===== config.mk =====
export PLATFORM = sky130hd
export DESIGN_NAME = sdram_arbiter
export DESIGN_NICKNAME = d
export VERILOG_FILES = /design/src/rtl/sdram_pkg.sv /design/src/rtl/refresh_scheduler.sv /design/src/rtl/sdram_arbiter.sv
export SDC_FILE = /design/constraint.sdc
export NUM_CORES = 1
export LEC_CHECK = 0
export ABC_AREA = 1
export ABC_CLOCK_PERIOD_IN_PS = 2300
export BUFFER_PORTS_ARGS = -buffer_cell sky130_fd_sc_hd__buf_2
export CAP_MARGIN = 10
export CORE_UTILIZATION = 45
export CTS_BUF_LIST = sky130_fd_sc_hd__clkbuf_2 sky130_fd_sc_hd__clkbuf_4 sky130_fd_sc_hd__clkbuf_8
export DETAILED_ROUTE_END_ITERATION = 16
export MAX_ROUTING_LAYER = met4
export PLACE_DENSITY = 0.61
export RECOVER_POWER = 100
export REMOVE_ABC_BUFFERS = 1
export SKIP_CTS_REPAIR_TIMING = 1
export SYNTH_ARGS = -nofsm -noshare
export SYNTH_HDL_FRONTEND = slang
export SYNTH_HIERARCHICAL = 1
export SYNTH_SLANG_ARGS = --single-unit

===== constraint.sdc =====
create_clock -name CLK -period 2.3 [get_ports CLK]
set_input_delay 0.23 -clock CLK [delete_from_list [all_inputs] [get_ports CLK]]
set_output_delay 0.23 -clock CLK [all_outputs]
set_load 0.02 [all_outputs]

===== src/rtl/sdram_pkg.sv =====
// rtl/sdram_pkg.sv - shared arbiter state encoding and default SDRAM timing constants
package sdram_pkg;

  typedef enum logic [1:0] {
    IDLE    = 2'd0,
    GRANT   = 2'd1,
    ACCESS  = 2'd2,
    REFRESH = 2'd3
  } arb_state_t;

  // 390 cycles is 7.8 us at 50 MHz
  localparam int REFRESH_INTERVAL_DEF = 390;
  localparam int MAX_DEBT_DEF         = 8;
  localparam int URGENT_DEBT_DEF      = 4;

endpackage


===== src/rtl/refresh_scheduler.sv =====
// rtl/refresh_scheduler.sv - refresh interval timer, refresh debt counter and overflow flag
module refresh_scheduler
  import sdram_pkg::*;
#(
  parameter int REFRESH_INTERVAL = REFRESH_INTERVAL_DEF,
  parameter int MAX_DEBT         = MAX_DEBT_DEF
) (
  input  logic       CLK,
  input  logic       RESET_n,
  input  logic       tick_en,
  input  logic       refresh_done,
  output logic [3:0] debt,
  output logic       refresh_overflow
);

  localparam int             TW       = (REFRESH_INTERVAL > 1) ? $clog2(REFRESH_INTERVAL) : 1;
  localparam logic [TW-1:0]  RELOAD   = TW'(REFRESH_INTERVAL - 1);
  localparam logic [3:0]     DEBT_MAX = 4'(MAX_DEBT);

  logic [TW-1:0] timer;
  logic          tick;

  assign tick = tick_en && (timer == '0);

  // Interval timer: counts down while the SDRAM is initialised, reloads on tick
  always_ff @(posedge CLK) begin
    if (!RESET_n) begin
      timer <= RELOAD;
    end else if (tick_en) begin
      timer <= (timer == '0) ? RELOAD : timer - TW'(1);
    end
  end

  // Debt counter: tick adds, completed refresh subtracts, both together cancel
  always_ff @(posedge CLK) begin
    if (!RESET_n) begin
      debt             <= 4'd0;
      refresh_overflow <= 1'b0;
    end else if (tick && !refresh_done) begin
      if (debt == DEBT_MAX) begin
        refresh_overflow <= 1'b1;
      end else begin
        debt <= debt + 4'd1;
      end
    end else if (refresh_done && !tick && (debt != 4'd0)) begin
      debt <= debt - 4'd1;
    end
  end

endmodule


===== src/rtl/sdram_arbiter.sv =====
// rtl/sdram_arbiter.sv - round-robin Zorro/DMA arbiter with refresh-debt scheduling for the SDRAM sequencer
module sdram_arbiter
  import sdram_pkg::*;
#(
  parameter int REFRESH_INTERVAL = REFRESH_INTERVAL_DEF,
  parameter int MAX_DEBT         = MAX_DEBT_DEF,
  parameter int URGENT_DEBT      = URGENT_DEBT_DEF
) (
  input  logic       CLK,
  input  logic       RESET_n,
  input  logic       init_done,
  input  logic       req_z,
  input  logic       req_d,
  output logic       grant_z,
  output logic       grant_d,
  output logic       done_z,
  output logic       done_d,
  output logic       seq_start,
  output logic       seq_refresh,
  input  logic       seq_done,
  output logic       refresh_overflow,
  output logic [3:0] debt
);

  localparam logic [3:0] URGENT_L = 4'(URGENT_DEBT);

  arb_state_t state, state_n;
  logic       last_z, last_z_n;
  logic       grant_z_n, grant_d_n, done_z_n, done_d_n;
  logic       seq_start_n, seq_refresh_n;
  logic       refresh_done;

  // Only a seq_done that ends a refresh pays back debt
  assign refresh_done = (state == REFRESH) && seq_done;

  refresh_scheduler #(
    .REFRESH_INTERVAL (REFRESH_INTERVAL),
    .MAX_DEBT         (MAX_DEBT)
  ) u_refresh_scheduler (
    .CLK              (CLK),
    .RESET_n          (RESET_n),
    .tick_en          (init_done),
    .refresh_done     (refresh_done),
    .debt             (debt),
    .refresh_overflow (refresh_overflow)
  );

  // State and registered outputs; last winner resets to DMA so Zorro wins first
  always_ff @(posedge CLK) begin
    if (!RESET_n) begin
      state       <= IDLE;
      last_z      <= 1'b0;
      grant_z     <= 1'b0;
      grant_d     <= 1'b0;
      done_z      <= 1'b0;
      done_d      <= 1'b0;
      seq_start   <= 1'b0;
      seq_refresh <= 1'b0;
    end else begin
      state       <= state_n;
      last_z      <= last_z_n;
      grant_z     <= grant_z_n;
      grant_d     <= grant_d_n;
      done_z      <= done_z_n;
      done_d      <= done_d_n;
      seq_start   <= seq_start_n;
      seq_refresh <= seq_refresh_n;
    end
  end

  // Next state: urgent refresh, then round-robin grant, then opportunistic refresh
  always_comb begin
    state_n       = state;
    last_z_n      = last_z;
    grant_z_n     = grant_z;
    grant_d_n     = grant_d;
    done_z_n      = 1'b0;
    done_d_n      = 1'b0;
    seq_start_n   = 1'b0;
    seq_refresh_n = 1'b0;
    case (state)
      IDLE: begin
        if (init_done) begin
          if (debt >= URGENT_L) begin
            seq_refresh_n = 1'b1;
            state_n       = REFRESH;
          end else if (req_z || req_d) begin
            if (req_z && (!req_d || !last_z)) begin
              grant_z_n = 1'b1;
            end else begin
              grant_d_n = 1'b1;
            end
            state_n = GRANT;
          end else if (debt != 4'd0) begin
            seq_refresh_n = 1'b1;
            state_n       = REFRESH;
          end
        end
      end
      GRANT: begin
        seq_start_n = 1'b1;
        state_n     = ACCESS;
      end
      ACCESS: begin
        if (seq_done) begin
          done_z_n  = grant_z;
          done_d_n  = grant_d;
          grant_z_n = 1'b0;
          grant_d_n = 1'b0;
          last_z_n  = grant_z;
          state_n   = IDLE;
        end
      end
      REFRESH: begin
        if (seq_done) begin
          state_n = IDLE;
        end
      end
      default: state_n = IDLE;
    endcase
  end

endmodule

==> qor.csv <==
stage;metric;value;unit
outcome;status;complete, no violations;
worst_setup_path;Max stage delay on crit path;0.34;ns
clock_tree;H-Tree Depth;1;
cells_and_area;Layout Cells excl Fill;211;
synth;Synth area leader;dfxtp_1;
worst_setup_path;CP endpoint kind;flip-flop;
synth;Synth top cells by count;nand2_1 (25), dfxtp_1 (23), nor2_1 (23);
worst_setup_path;Crit path top cell by count;nor2_1;
flow_run;max-cap check violation count;0;
floorplanning;Die ar.;2870;sq um
synth;synthesized instance count;160;
worst_setup_path;R2R depth;16;
pwr;PwrDens;711;nW/um^2
hold_path;HP Class;input pin to flip-flop;
clock_tree;CTS clk-pin slew, worst paths;0.13;ns
worst_setup_path;critical path arrival;2.29;ns
pwr;static leakage;0.612;nW
clock_tree;root buf cell;clkbuf_4;
synth;post-synthesis cell area;1190;sq um
clock_tree;Num CTS Buffers;3;
synth;Synth Area in Simple Gates;0.357;
cells_and_area;nets;192;
global_route;via count of the first global-routing pass;908;
routing;routed via count;1021;
global_route;GRT Total Usage;0.185;
synth;Post-synth EDFFs;0;
synth;top cells by area, synth;dfxtp_1 (39%), nand2_1 (7.9%), nor2_1 (7.2%), inv_1 (6.0%), nand2_2 (4.2%);
placement;GPL Wtd Cong;0.788;
sta;Fin. Hold Viols;0;
routing;1st-iter DRT viols;25;
clock_tree;Clk Latency, worst-skew pair;0.30;ns
routing;WL per Instance;10.5;microns
sta;post-layout worst setup margin;0.231;ns
sta;final setup fails;0;
synth;Async S/R FF share, synth;0;
routing;vias per cell;4.84;
synth;Top FF cell, synth;dfxtp_1;
global_route;largest net degree at the start of global routing;15;
floorplanning;Core Rows;18;
clock_tree;CTS tree;built;
cells_and_area;Ant. Diodes;0;
floorplanning;# IOs;17;
worst_setup_path;WS Path Type;flip-flop to flip-flop;
worst_setup_path;Cell Chain, Critical Path;inv_1 -> ha_2 -> nand2_1 -> inv_2 -> nand2_4 -> nor2_8 -> nand3_4 -> ha_1 -> nand2_1 -> nor2_1 -> nor2_1 -> nand4_1 -> nand2_2 -> nor2_2 -> nor2_1 -> nor2_1;
sta;crit share post-route;0.900;
sta;Fin Setup TNS;0;ns
placement;DP Wirelength;1680;microns
sta;Fmax;483;MHz
sta;Tmin final;2.07;ns
synth;post-synthesis mux area share;0;
synth;largest family of logic cells by synthesized area;simple AND/OR/NAND/NOR gates;
pwr;Total Power;0.957;mW
synth;post-synthesis sequential area ratio;0.385;
cells_and_area;Area Growth Syn to Fin;12.7;%
worst_setup_path;CP bufs+invs;2;
floorplanning;CORE AREA;2500;sq um
routing;Post-route DRC;0;
synth;most common cell in the netlist;nand2_1;
placement;placed insts;206;
placement;PortBufs;16;
worst_setup_path;CP Max Fanout;5;
worst_setup_path;Worst path depth;16;
placement;DP Worst Slack;0.140;ns
floorplanning;die height;53.5;microns
synth;syn avg cell area;7.47;sq um
worst_setup_path;startpoint types;flip-flop;
synth;flops & latches, synth;23;
routing;Routed WL;2210;microns
floorplanning;Initial Util;0.478;
pwr;Peak VDD IR;0.000560;V
sta;Hold WS;0.170;ns
worst_setup_path;slowest CP cell;dfxtp_1;
routing;DRT antenna net count;0;
global_route;antenna violations before repair;0;
cells_and_area;layout cell share with drive strength beyond 1;0.232;
synth;area share of xor/xnor cells in the synthesized design;0.0293;
sta;post-route clock skew;0.00581;ns
floorplanning;Die X;53.5;microns
worst_setup_path;CP delay by family, top;simple AND/OR/NAND/NOR gates;
synth;Compound-Gate Fraction of Synth Area;0.102;
sta;fin. max-slew vios;0;
sta;Worst-Margin Slew;0.325;ns
synth;post-synth cell types;28;
global_route;first-pass GRT wire length;3820;microns
clock_tree;CTS max path bufs;2;
synth;Synth Warn #;6;
synth;top cell type's share of synthesized area;0.385;
routing;drt pass-1 iters;4;
sta;Slew Limit Headroom;0.782;
synth;Synth Area in Adders;0.0482;
worst_setup_path;Req. time, crit path;2.52;ns
worst_setup_path;Worst R2R Setup Slack;0.23;ns
hold_path;hold path cells;2;
clock_tree;Clock Sink Count;23;
global_route;total gr overflow;0;
==> registers in the layout, indices dropped and copies added, names as in the netlist <==
signal	count
state	2
done_z	1
seq_refresh	1
done_d	1
grant_z	1
last_z	1
u_refresh_scheduler/timer	9
u_refresh_scheduler/debt	4
seq_start	1
grant_d	1
u_refresh_scheduler/refresh_overflow	1
==> stage by stage <==
stage | instance area (sq um) | utilization
3_5_place_dp | 1310 | 0.525
5_1_grt | 1350 | 0.539
3_3_place_gp | 1310 | 0.525
6_report | 1350 | 0.539
2_1_floorplan | 1190 | -
4_1_cts | 1340 | 0.536
==> path summary, 6_finish.rpt <==
path | startpoint | to
worst max-delay path | u_refresh_scheduler/timer[1] | u_refresh_scheduler/debt[3]
worst min-delay path | init_done | u_refresh_scheduler/timer[1]
worst max register to register | u_refresh_scheduler/timer[1] | u_refresh_scheduler/debt[3]
worst min register to register | u_refresh_scheduler/refresh_overflow | u_refresh_scheduler/refresh_overflow
==> power by group <==
part	leakage, nW	switching, mW	internal, mW	total [mW]
clock	0.0177	0.120	0.0647	0.184
combinational	0.407	0.189	0.0976	0.287
sequential	0.187	0.0436	0.443	0.486
==> cells by family (layout without fill, tap and decap cells) <==
family,after synthesis,in the layout
adders and majority gates,4,4
AOI/OAI and AO/OA,21,21
buffers and inverters,25,46
DFF,23,23
xor gates and xnor gates,4,4
and+or+nand+nor,83,83
==> final cells by class <==
cell class,count,area [sq um]
Fill cell,265,1150
Multi-Input combinational cell,112,652
Sequential cell,23,460
Inverter,25,93.8
Timing Repair Buffer,17,75.1
Tap cell,30,37.5
Clock buffer,3,22.5
Clock inverter,1,5.00
==> worst register-to-register path, cell delays in order (launching register included) <==
cell and delay, ns:
dfxtp_1 0.34, inv_1 0.06, ha_2 0.16, nand2_1 0.08
inv_2 0.08, nand2_4 0.07, nor2_8 0.15, nand3_4 0.12
ha_1 0.30, nand2_1 0.06, nor2_1 0.04, nor2_1 0.12
nand4_1 0.13, nand2_2 0.11, nor2_2 0.04, nor2_1 0.07
nor2_1 0.05
==> cells in the final DEF, fill, tap and decap left out, types with 2 or more instances in the layout <==
master / netlist / layout
nand2_1: 25 / 26
nor2_1: 23 / 24
dfxtp_1: 23 / 23
inv_1: 19 / 18
clkbuf_1: 0 / 10
nand3_1: 8 / 8
inv_2: 6 / 7
nand2_2: 8 / 7
a21oi_1: 7 / 7
buf_2: 0 / 6
nor2_2: 6 / 5
o21ai_0: 5 / 5
o21ai_1: 4 / 4
nand4_1: 3 / 3
clkbuf_4: 0 / 3
xor2_1: 3 / 3
nor3_1: 2 / 2
a21oi_2: 2 / 2
or2_2: 2 / 2
==> per-layer routing <==
layer	global-route usage	wire (microns)	up-vias
met5	-	0	-
met4	0.0526	15	0
met3	0.0254	50	2
met2	0.304	1010	10
met1	0.236	1130	459
li1	-	-	550
No activity file was read; power rests on OpenSTA's default activity.
